**config.mk**
```make
export PLATFORM = sky130hd
export DESIGN_NAME = cbfp_frame_sequencer
export DESIGN_NICKNAME = d
export VERILOG_FILES = /design/src/rtl/cbfp_frame_sequencer.sv
export SDC_FILE = /design/constraint.sdc
export NUM_CORES = 1
export LEC_CHECK = 0
export CAP_MARGIN = 30
export CORE_UTILIZATION = 45
export DETAILED_ROUTE_END_ITERATION = 6
export HOLD_SLACK_MARGIN = 0.05
export PLACE_DENSITY = 0.71
export SLEW_MARGIN = 20
export SYNTH_ARGS = -nofsm -noshare
export SYNTH_HDL_FRONTEND = slang
export SYNTH_SLANG_ARGS = --single-unit
export TNS_END_PERCENT = 1
```
**constraint.sdc**
```tcl
create_clock -name clk -period 6.3 [get_ports clk]
set_clock_uncertainty 0.05 [all_clocks]
set_input_delay 1.26 -clock clk [delete_from_list [all_inputs] [get_ports clk]]
set_output_delay 1.26 -clock clk [all_outputs]
set_load 0.05 [all_outputs]
```
**src/rtl/cbfp_frame_sequencer.sv**
```systemverilog
// cbfp_frame_sequencer
//   Frame-level controller for the CBFP normalisation stage. Issues 16-sample
//   batches from the FFT butterfly stage to the fixed-latency CBFP datapath,
//   tracks returned result beats against batch indices, reports frame
//   boundaries and gates issue with a downstream-buffer credit counter.
//
// Parameters
//   BATCHES_PER_FRAME  batches per frame (512 points / 16 = 32)
//   CREDITS            downstream buffer capacity in batches (<= 63)
//   TIMEOUT            quiet cycles in DRAIN before err_timeout fires
//
// Ports
//   clk, rst         single clock, synchronous active-high reset
//   up_valid/ready   upstream batch handshake (ready is combinational)
//   cbfp_in_valid    issue strobe to the datapath (up_valid && up_ready)
//   cbfp_valid_out   result beat from the datapath
//   ds_pop           downstream consumed one batch (returns a credit)
//   batch_idx_in     index of the batch being issued
//   batch_idx_out    index of the current result beat
//   frame_start      pulse on the first issue of a frame
//   frame_done       high for the single cycle after the last result beat
//   busy             sequencer is not idle
//   credit_cnt       credits currently available
//   err_timeout, err_spurious, err_credit   sticky error flags
//   err_clr          clears the sticky error flags (a same-cycle set wins)
//
// Build option
//   CBFP_SEQ_ERRCHK_EN  enables the DRAIN timeout and the three error flags;
//                       without it the flags read 0 and DRAIN waits forever.

module cbfp_frame_sequencer #(
  parameter int unsigned BATCHES_PER_FRAME = 32,
  parameter int unsigned CREDITS           = 32,
  parameter int unsigned TIMEOUT           = 64
) (
  input  logic       clk,
  input  logic       rst,
  input  logic       up_valid,
  output logic       up_ready,
  output logic       cbfp_in_valid,
  input  logic       cbfp_valid_out,
  input  logic       ds_pop,
  output logic [4:0] batch_idx_in,
  output logic [4:0] batch_idx_out,
  output logic       frame_start,
  output logic       frame_done,
  output logic       busy,
  output logic [5:0] credit_cnt,
  output logic       err_timeout,
  output logic       err_spurious,
  output logic       err_credit,
  input  logic       err_clr
);

  typedef enum logic [1:0] {
    S_IDLE,
    S_FILL,
    S_DRAIN,
    S_DONE
  } state_t;

  localparam logic [4:0] LAST_IDX = 5'(BATCHES_PER_FRAME - 1);
  localparam logic [5:0] CRED_MAX = 6'(CREDITS);

  state_t     r_state;
  state_t     w_state_nxt;
  logic [4:0] r_in_cnt;
  logic [4:0] r_out_cnt;
  logic [5:0] r_credit;

  logic w_accept;
  logic w_beat;
  logic w_last_in;
  logic w_last_out;
  logic w_timeout_done;

  assign w_accept   = up_valid && up_ready;
  // Beats are only meaningful while a frame is open; in IDLE/DONE they are dropped.
  assign w_beat     = cbfp_valid_out && ((r_state == S_FILL) || (r_state == S_DRAIN));
  assign w_last_in  = w_accept && (r_in_cnt == LAST_IDX);
  assign w_last_out = w_beat && (r_state == S_DRAIN) && (r_out_cnt == LAST_IDX);

  assign cbfp_in_valid = w_accept;
  assign batch_idx_in  = r_in_cnt;
  assign batch_idx_out = r_out_cnt;
  assign credit_cnt    = r_credit;

  always_ff @(posedge clk) begin
    if (rst) begin
      r_state <= S_IDLE;
    end else begin
      r_state <= w_state_nxt;
    end
  end

  always_comb begin
    w_state_nxt = r_state;
    up_ready    = 1'b0;
    frame_start = 1'b0;
    frame_done  = 1'b0;
    busy        = 1'b1;
    case (r_state)
      S_IDLE: begin
        up_ready    = (r_credit != '0);
        frame_start = up_valid && (r_credit != '0);
        busy        = 1'b0;
        if (w_accept) begin
          w_state_nxt = w_last_in ? S_DRAIN : S_FILL;
        end
      end
      S_FILL: begin
        up_ready = (r_credit != '0);
        if (w_last_in) begin
          w_state_nxt = S_DRAIN;
        end
      end
      S_DRAIN: begin
        if (w_last_out || w_timeout_done) begin
          w_state_nxt = S_DONE;
        end
      end
      S_DONE: begin
        frame_done  = 1'b1;
        w_state_nxt = S_IDLE;
      end
      default: begin
        w_state_nxt = S_IDLE;
      end
    endcase
  end

  always_ff @(posedge clk) begin
    if (rst) begin
      r_in_cnt <= '0;
    end else if (w_accept) begin
      r_in_cnt <= w_last_in ? '0 : r_in_cnt + 1'b1;
    end
  end

  // Cleared in DONE as well so a timed-out frame does not leak its partial count.
  always_ff @(posedge clk) begin
    if (rst) begin
      r_out_cnt <= '0;
    end else if (r_state == S_DONE) begin
      r_out_cnt <= '0;
    end else if (w_beat) begin
      r_out_cnt <= (r_out_cnt == LAST_IDX) ? '0 : r_out_cnt + 1'b1;
    end
  end

  always_ff @(posedge clk) begin
    if (rst) begin
      r_credit <= CRED_MAX;
    end else if (w_accept && !ds_pop) begin
      r_credit <= r_credit - 1'b1;
    end else if (!w_accept && ds_pop && (r_credit != CRED_MAX)) begin
      r_credit <= r_credit + 1'b1;
    end
  end

`ifdef CBFP_SEQ_ERRCHK_EN
  localparam int unsigned   TW     = $clog2(TIMEOUT + 1);
  localparam logic [TW-1:0] TO_LIM = TW'(TIMEOUT);
  localparam logic [TW-1:0] TO_PRE = TW'(TIMEOUT - 1);

  logic [TW-1:0] r_to_cnt;
  logic [TW-1:0] w_to_base;
  logic          r_err_timeout;
  logic          r_err_spurious;
  logic          r_err_credit;
  logic          w_set_timeout;
  logic          w_set_spurious;
  logic          w_set_credit;

  // A beat restarts the count in its own cycle, so r_to_cnt equals the number
  // of cycles since the latest beat (or since DRAIN was entered).
  assign w_to_base      = cbfp_valid_out ? '0 : r_to_cnt;
  assign w_set_timeout  = (r_state == S_DRAIN) && (w_to_base == TO_PRE);
  assign w_timeout_done = (r_state == S_DRAIN) && (r_to_cnt == TO_LIM);
  assign w_set_spurious = cbfp_valid_out && ((r_state == S_IDLE) || (r_state == S_DONE));
  assign w_set_credit   = ds_pop && !w_accept && (r_credit == CRED_MAX);

  always_ff @(posedge clk) begin
    if (rst) begin
      r_to_cnt       <= '0;
      r_err_timeout  <= 1'b0;
      r_err_spurious <= 1'b0;
      r_err_credit   <= 1'b0;
    end else begin
      if (r_state != S_DRAIN) begin
        r_to_cnt <= '0;
      end else if (w_to_base != TO_LIM) begin
        r_to_cnt <= w_to_base + 1'b1;
      end
      r_err_timeout  <= w_set_timeout  || (r_err_timeout  && !err_clr);
      r_err_spurious <= w_set_spurious || (r_err_spurious && !err_clr);
      r_err_credit   <= w_set_credit   || (r_err_credit   && !err_clr);
    end
  end

  assign err_timeout  = r_err_timeout;
  assign err_spurious = r_err_spurious;
  assign err_credit   = r_err_credit;
`else
  logic w_unused_errchk;

  assign w_timeout_done  = 1'b0;
  assign err_timeout     = 1'b0;
  assign err_spurious    = 1'b0;
  assign err_credit      = 1'b0;
  assign w_unused_errchk = err_clr ^ (TIMEOUT == 0);
`endif

endmodule

```
After elaboration in Yosys (flattened, before gate mapping)
Index checks and enable logic that the tools add are counted.
- memory bits (read-only): 0
- bits in latches: 0
- memories kept: 0
- input bits: 6
- register bits: 18
- RAM bits: 0
- magnitude comparators: 0
- shift-type cells: 0
- bitwise logic cells: 0
- eq/ne operators: 9
- reductions and logical operators: 18
- $mul: 0
- divide/modulo/power cells: 0
- add/sub/neg operators: 4
- mux-type cells: 13
- operators with widths (kind ; count):
    6-bit 2-to-1 mux ; 2
    5-bit by 1-bit adder with 5-bit output (second input constant) ; 2
    5-bit equality test (second input constant) ; 2
    5-bit 2-to-1 mux ; 2
    1-bit logical AND ; 9
    2-bit 2-to-1 mux ; 4
    2-bit one-hot mux with 4 select lines ; 1
    6-bit by 1-bit adder with 6-bit output (second input constant) ; 1
    2-bit inequality test (second input constant) ; 3
    6-bit inequality test (second input constant) ; 1
    6-bit nonzero test ; 1
    6-bit by 1-bit subtractor with 6-bit output (second input constant) ; 1
    2-bit equality test (second input constant) ; 2
    1-bit 2-to-1 mux ; 4
    2-bit OR reduction ; 2
    3-bit AND reduction ; 1
    2-bit by 1-bit equality test with 1-bit output (second input constant) ; 1
    1-bit logical NOT ; 2
    2-bit logical NOT ; 1
    2-bit nonzero test ; 1
    1-bit logical OR ; 1

Depth between registers and ports, before layout
Gate-level depths: netlist of the first run.
- word-level depth: 9
- mapped depth: 11
- gate-level depth less buffers: 11

Worst setup path before layout of the first run
Ideal clock, no wire load.
- path kind: input -> register
- from: in up_valid
- to: reg r_credit[5], in the netlist credit_cnt[5]
- arrival time: 3.173 ns
- required time: 6.130 ns
- buffers on the path: 0
- library setup time: 0.120 ns
- cell stages on the path: 8
- setup slack: 2.957 ns
- cell sequence: o21ai_0 > a311oi_2 > ha_1 > a21o_1 > o21ai_0 > a21oi_1 > o311a_1 > a211o_1
- cells in the longest elaborated chain, start to end: 5
- elaborated cells between the ends (all ways): 7
- ends and longest elaborated chain (what ; line ; source):
    start, declared ; 38 ; input logic up_valid,
    1-bit logical AND (*) ; 77 ; assign w_accept = up_valid && up_ready;
    1-bit logical NOT ; 156 ; end else if (!w_accept && ds_pop && (r_credit != CRED_MAX)) begin
    1-bit logical AND (2 in series) ; 156 ;
    2-bit nonzero test (no source line) ; n/a ;
    end signal, assigned ; 155 ; r_credit <= r_credit - 1'b1;
    end signal, assigned ; 157 ; r_credit <= r_credit + 1'b1;
    end, declared ; 69 ; logic [5:0] r_credit;
Mark *: on every way between the ends. The rest lies on a longest branch, timed or not.
A chain may end at the register's enable or synchronous reset.

Final worst setup path of the first run
- from: in up_valid
- to: out cbfp_in_valid
- cells in the longest elaborated chain, start to end: 1
- ends and longest elaborated chain (what ; line ; source):
    1-bit logical AND ; 77 ;
    end, declared ; 40 ; output logic cbfp_in_valid,
Every way passes these cells.

==> flow_summary.ini, run 1 <==
[layout]
antenna_cells = 0
nNetsFinal = 184
nFillCells = 241
layout_commonest_cell = clkdlybuf4s50_1
area_growth_pct = 20.2
layout_common_cells = clkdlybuf4s50_1, dfxtp_1, nor2_1
drive_gt1_share_pct = 8.59

[sta]
fin_crit_sh_pct = 69.4
maxSlewHeadroom_pct = 50.8
grt_setup_unrepaired = no
setup_viol = 0
slew_viol_final = 0
period_minus_slack_ps = 4370
worst_pin_slew_ps = 735
hold_viol_final = 0
tns_ps = 0
fmax_ghz = 0.229

[global_route]
grt.overflow.total = 0
grt_pass1_wl_um = 4020
grt_util_all_layers_pct = 18.3
grt_start_max_net_pins = 20
grt_pass1_vias = 896
antenna_found_initial = 0

[clock_tree]
cts_resized = 0
clk_path_buf_depth = 2
cts-hold-fix-buffers = 0
cts_tree = built
clkLatencyLatePin_ps = 300
cts-root-buf = clkbuf_4
cts_buffers = 3
ctsHtreeMaxLevel = 1
postCtsSetupRepairBufs = 0
cts_sinks = 18
clk_pin_slew_ps = 100

[setup_path]
start_kind = primary input
critPathLaunch = up_valid
crit_required_ps = 4990
critical-path-max-stage-delay_ps = 800
crit_fanout = 10
cp-end-kind = output pin
worstPathArrival_ps = 3060
crit_top_cell = clkdlybuf4s50_1
path_cells = clkdlybuf4s50_1 -> o21a_1 -> o31ai_4 -> inv_1 -> clkdlybuf4s50_1
critical_path_buf_inv_count = 3
critPathTopFamily = buffers and inverters
reg2reg_from = r_state[0]
path_class = primary input to output pin
slowest_stage = clkdlybuf4s50_1

[power]
design_power_total_w = 0.000677
p_leak_nw = 0.609
powerDensity_nw_per_um2 = 446
ir_drop_uv = 318

[synthesis]
synth_top_family_by_area = compound AO/OA/AOI/OAI gates
yosys.area_share.adder_pct = 13.5
syn_area_sq_um = 1260
synth_top_area_share_pct = 28.5
synth_xor_area_share_pct = 2.77
ys.flop_type = dfxtp_1
synth_top_cell_by_area = dfxtp_1
ys_ff_latch = 18
synthArstFlopShare_pct = 0
synth_compound_area_share_pct = 24.9
syn_area_per_cell_sq_um = 9.09
synth_edf_count = 0
synth_warnings = 0
synthDistinctLibCells = 44
synth_cells = 139
yosys.area_share.simple_pct = 20.1
synthMuxAreaShare_pct = 2.38
yosysSeqAreaShare_pct = 28.5
synth_area_leaders = dfxtp_1, ha_1, nor2_1

[outcome]
status = finished clean

[worst_hold_path]
min_path_type = register to register
hold_path_startpoint = batch_idx_in[3]

[floorplan]
fp.coreArea_sq_um = 2570
die_h_um = 55.0
pin_count = 30
start_util_pct = 49.2
die_w_um = 55.0
fp.dieArea_sq_um = 3020
rows = 18

[route]
first_pass_iters = 4
drtIter0Drc = 23
drcViolationCount = 0
viasPerCell = 5.60
totalWireLength_um = 2550
routedWlPerCell_um = 13.2
postRouteAntennaNets = 0
vias = 1081

[place]
gp_congestion = 0.765
dp_hpwl_um = 1940
numPortBuffers = 25

[job]
max_cap_violations = 0
final cells by class:
| cell class | count | area (sq um) | area share (%) |
|---|---|---|---|
| repair buffers | 25 | 250 | 16.5 |
| well taps | 30 | 37.5 | 2.47 |
| inverters | 9 | 33.8 | 2.22 |
| flip-flops and latches | 18 | 360 | 23.7 |
| multi-input cells | 108 | 815 | 53.6 |
| clock buffers | 3 | 22.5 | 1.48 |
state kept, by name (all words and copies together), names as in the netlist:
register / count
batch_idx_out: 5
batch_idx_in: 5
credit_cnt: 6
r_state: 2
routing by layer:
| layer | track usage, % | vias to the layer above | routed length (um) |
|---|---|---|---|
| li1 | - | 564 | - |
| met1 | 24.9 | 490 | 1300 |
| met2 | 29.3 | 24 | 1160 |
| met3 | 2.46 | 3 | 73 |
| met4 | 6.25 | 0 | 27 |
| met5 | 0 | - | 0 |
metrics by stage:
step	hold slack, ps	instance area, sq um	worst slack (ps)	instances	util (%)
3_5_place_dp	444	1500	1930	190	58.3
2_1_floorplan	445	1270	2960	141	-
6_report	462	1520	1930	193	59.2
3_3_place_gp	431	1500	1950	190	58.3
4_1_cts	461	1520	1920	193	59.2
5_1_grt	504	1520	1830	193	59.2
final timing paths:
kind | cells after the start | to | slack (ps)
max | 5 | cbfp_in_valid | 1930
min | 2 | batch_idx_in[3] | 460
max reg2reg | 10 | credit_cnt[5] | 3020
min reg2reg | 2 | batch_idx_in[3] | 460
report_power, final:
part	switching (W)	internal, W
registers	0.0000407	0.000138
logic	0.000271	0.000169
clock network	0.0000360	0.0000223
synthesized netlist by cell type, types with 2 or more instances:
master	count
nor3b_1	2
dfxtp_1	18
and3_1	2
o21a_1	2
o311a_1	2
ha_1	12
a211o_1	2
or4b_2	2
a31oi_1	2
nor2_1	13
nand2_1	5
nand3_1	4
buf_4	3
nor3_1	7
a211oi_1	4
nand2b_1	2
nor2b_1	2
o21ai_0	7
a21oi_1	9
xnor2_1	4
mux2i_1	3
o31ai_1	2
inv_1	9
tightest hold or removal path, stage by stage, from the launching register on:
cell and delay (ps):
dfxtp_1 340, o21ai_0 70, a21oi_1 60
cell families (layout without fill, tap and decap cells):
group                      after synthesis  in the layout
and+or+nand+nor                         45             45
other                                    1              3
DFF                                     18             18
buffers and inverters                   15             37
muxes                                    3              3
adders and majority gates               13             13
xor gates and xnor gates                 4              4
AOI/OAI and AO/OA                       40             40
Power figures use the tool's default switching activity.
==> run 2, diff against run 1 <==
==> constraint.sdc (replaced) <==
create_clock -name clk -period 4.26 [get_ports clk]
set_clock_uncertainty 0.05 [all_clocks]
set_input_delay 0.852 -clock clk [delete_from_list [all_inputs] [get_ports clk]]
set_output_delay 0.852 -clock clk [all_outputs]
set_load 0.05 [all_outputs]
==> run 2 against run 1 <==
Net effect:
- first-iteration DRC count is 4.3% higher
- largest cell class unchanged
- flip-flop and latch count stayed put
- combinational power is 48% higher
- critical endpoint unchanged
- die area stayed put
- via count is 1.4% higher
- final cell count is 0.52% higher
- sequential power is 49% higher
- global-route usage is 1.2 points higher
- hold slack better by 3.0 ps
==> flow_summary.ini, run 2 (same netlist as run 1, synthesis figures left out) <==
[setup_path]
cp-end-kind = output pin
path_class = primary input to output pin
crit_fanout = 10
start_kind = primary input
worstPathArrival_ps = 2660
reg2reg_from = r_state[0]
crit_required_ps = 3360
critPathLaunch = up_valid

[worst_hold_path]
min_path_type = register to register
hold_path_startpoint = batch_idx_in[3]

[route]
postRouteAntennaNets = 0
vias = 1096
routedWlPerCell_um = 13.4
drcViolationCount = 0
first_pass_iters = 4
drtIter0Drc = 24
viasPerCell = 5.65
totalWireLength_um = 2600

[sta]
fin_crit_sh_pct = 83.6
period_minus_slack_ps = 3560
setup_viol = 0
fmax_ghz = 0.281
slew_viol_final = 0
tns_ps = 0
worst_pin_slew_ps = 759
hold_viol_final = 0
maxSlewHeadroom_pct = 49.2
hold_slack_ps = 465
grt_setup_unrepaired = no
setup_ws_ps = 697

[layout]
nNetsFinal = 184
layout_common_cells = clkdlybuf4s50_1, dfxtp_1, nor2_1
largest_reg_flops = 6
drive_gt1_share_pct = 9.15
area_growth_pct = 21.3
antenna_cells = 0
layout_commonest_cell = clkdlybuf4s50_1

[power]
powerDensity_nw_per_um2 = 670
design_power_total_w = 0.00103
ir_drop_uv = 434
p_leak_nw = 0.616

[clock_tree]
cts_resized = 0
clkLatencyLatePin_ps = 290
postCtsSetupRepairBufs = 0
cts-hold-fix-buffers = 0
cts-root-buf = clkbuf_4
ctsHtreeMaxLevel = 1
cts_tree = built
clk_pin_slew_ps = 110
cts_buffers = 3
cts_sinks = 18
clk_path_buf_depth = 2

[global_route]
grt_pass1_wl_um = 4230
grt_util_all_layers_pct = 19.4
antenna_found_initial = 0
grt_pass1_vias = 971
grt.overflow.total = 0
grt_start_max_net_pins = 20

[floorplan]
pin_count = 30
die_w_um = 55.0
fp.coreArea_sq_um = 2570
fp.dieArea_sq_um = 3020
rows = 18
die_h_um = 55.0
start_util_pct = 49.2

[place]
gp_congestion = 0.770
dp_hpwl_um = 1970
numPortBuffers = 25
dp_slack_ps = 403

[job]
max_cap_violations = 0

[outcome]
status = finished clean
-- run 2: final cells by class --
| type | instances | area [sq um] |
|---|---|---|
| tap | 30 | 37.5 |
| fill | 251 | 1030 |
| timing repair buffer | 25 | 250 |
| sequential | 18 | 360 |
| clock buffer | 4 | 36.3 |
| inverter | 9 | 33.8 |
| multi-input combinational | 108 | 815 |
-- run 2: through the flow --
stage | util, % | instances | cell area (sq um)
finish | 59.7 | 194 | 1530
global route | 59.7 | 194 | 1530
CTS | 59.7 | 194 | 1530
detailed placement | 58.3 | 190 | 1500
global placement | 58.3 | 190 | 1500
floorplan | - | 141 | 1270
-- run 2: worst paths after layout --
check	endpoint	slack [ps]	depth (start not counted)
hold reg to reg	batch_idx_in[3]	460	2
hold / removal	batch_idx_in[3]	460	2
setup reg to reg	credit_cnt[5]	1060	10
setup / recovery	cbfp_in_valid	700	5
-- run 2: worst max-delay path, stage by stage --
cell             delay (ps)
clkdlybuf4s50_1         550
o21a_1                  220
o31ai_4                 140
inv_1                   100
clkdlybuf4s50_1         800
-- run 2: metal layers --
layer	vias to the layer above	global-route usage [%]	wire, um
li1	562	-	-
met1	509	26.5	1300
met2	23	30.3	1210
met3	2	3.28	67
met4	0	7.50	19
met5	-	0	0
-- run 2: report_power, final --
group	switching [W]	internal [W]	leakage, nW
logic	0.000403	0.000250	0.448
registers	0.0000610	0.000205	0.147
clock network	0.0000573	0.0000520	0.0210
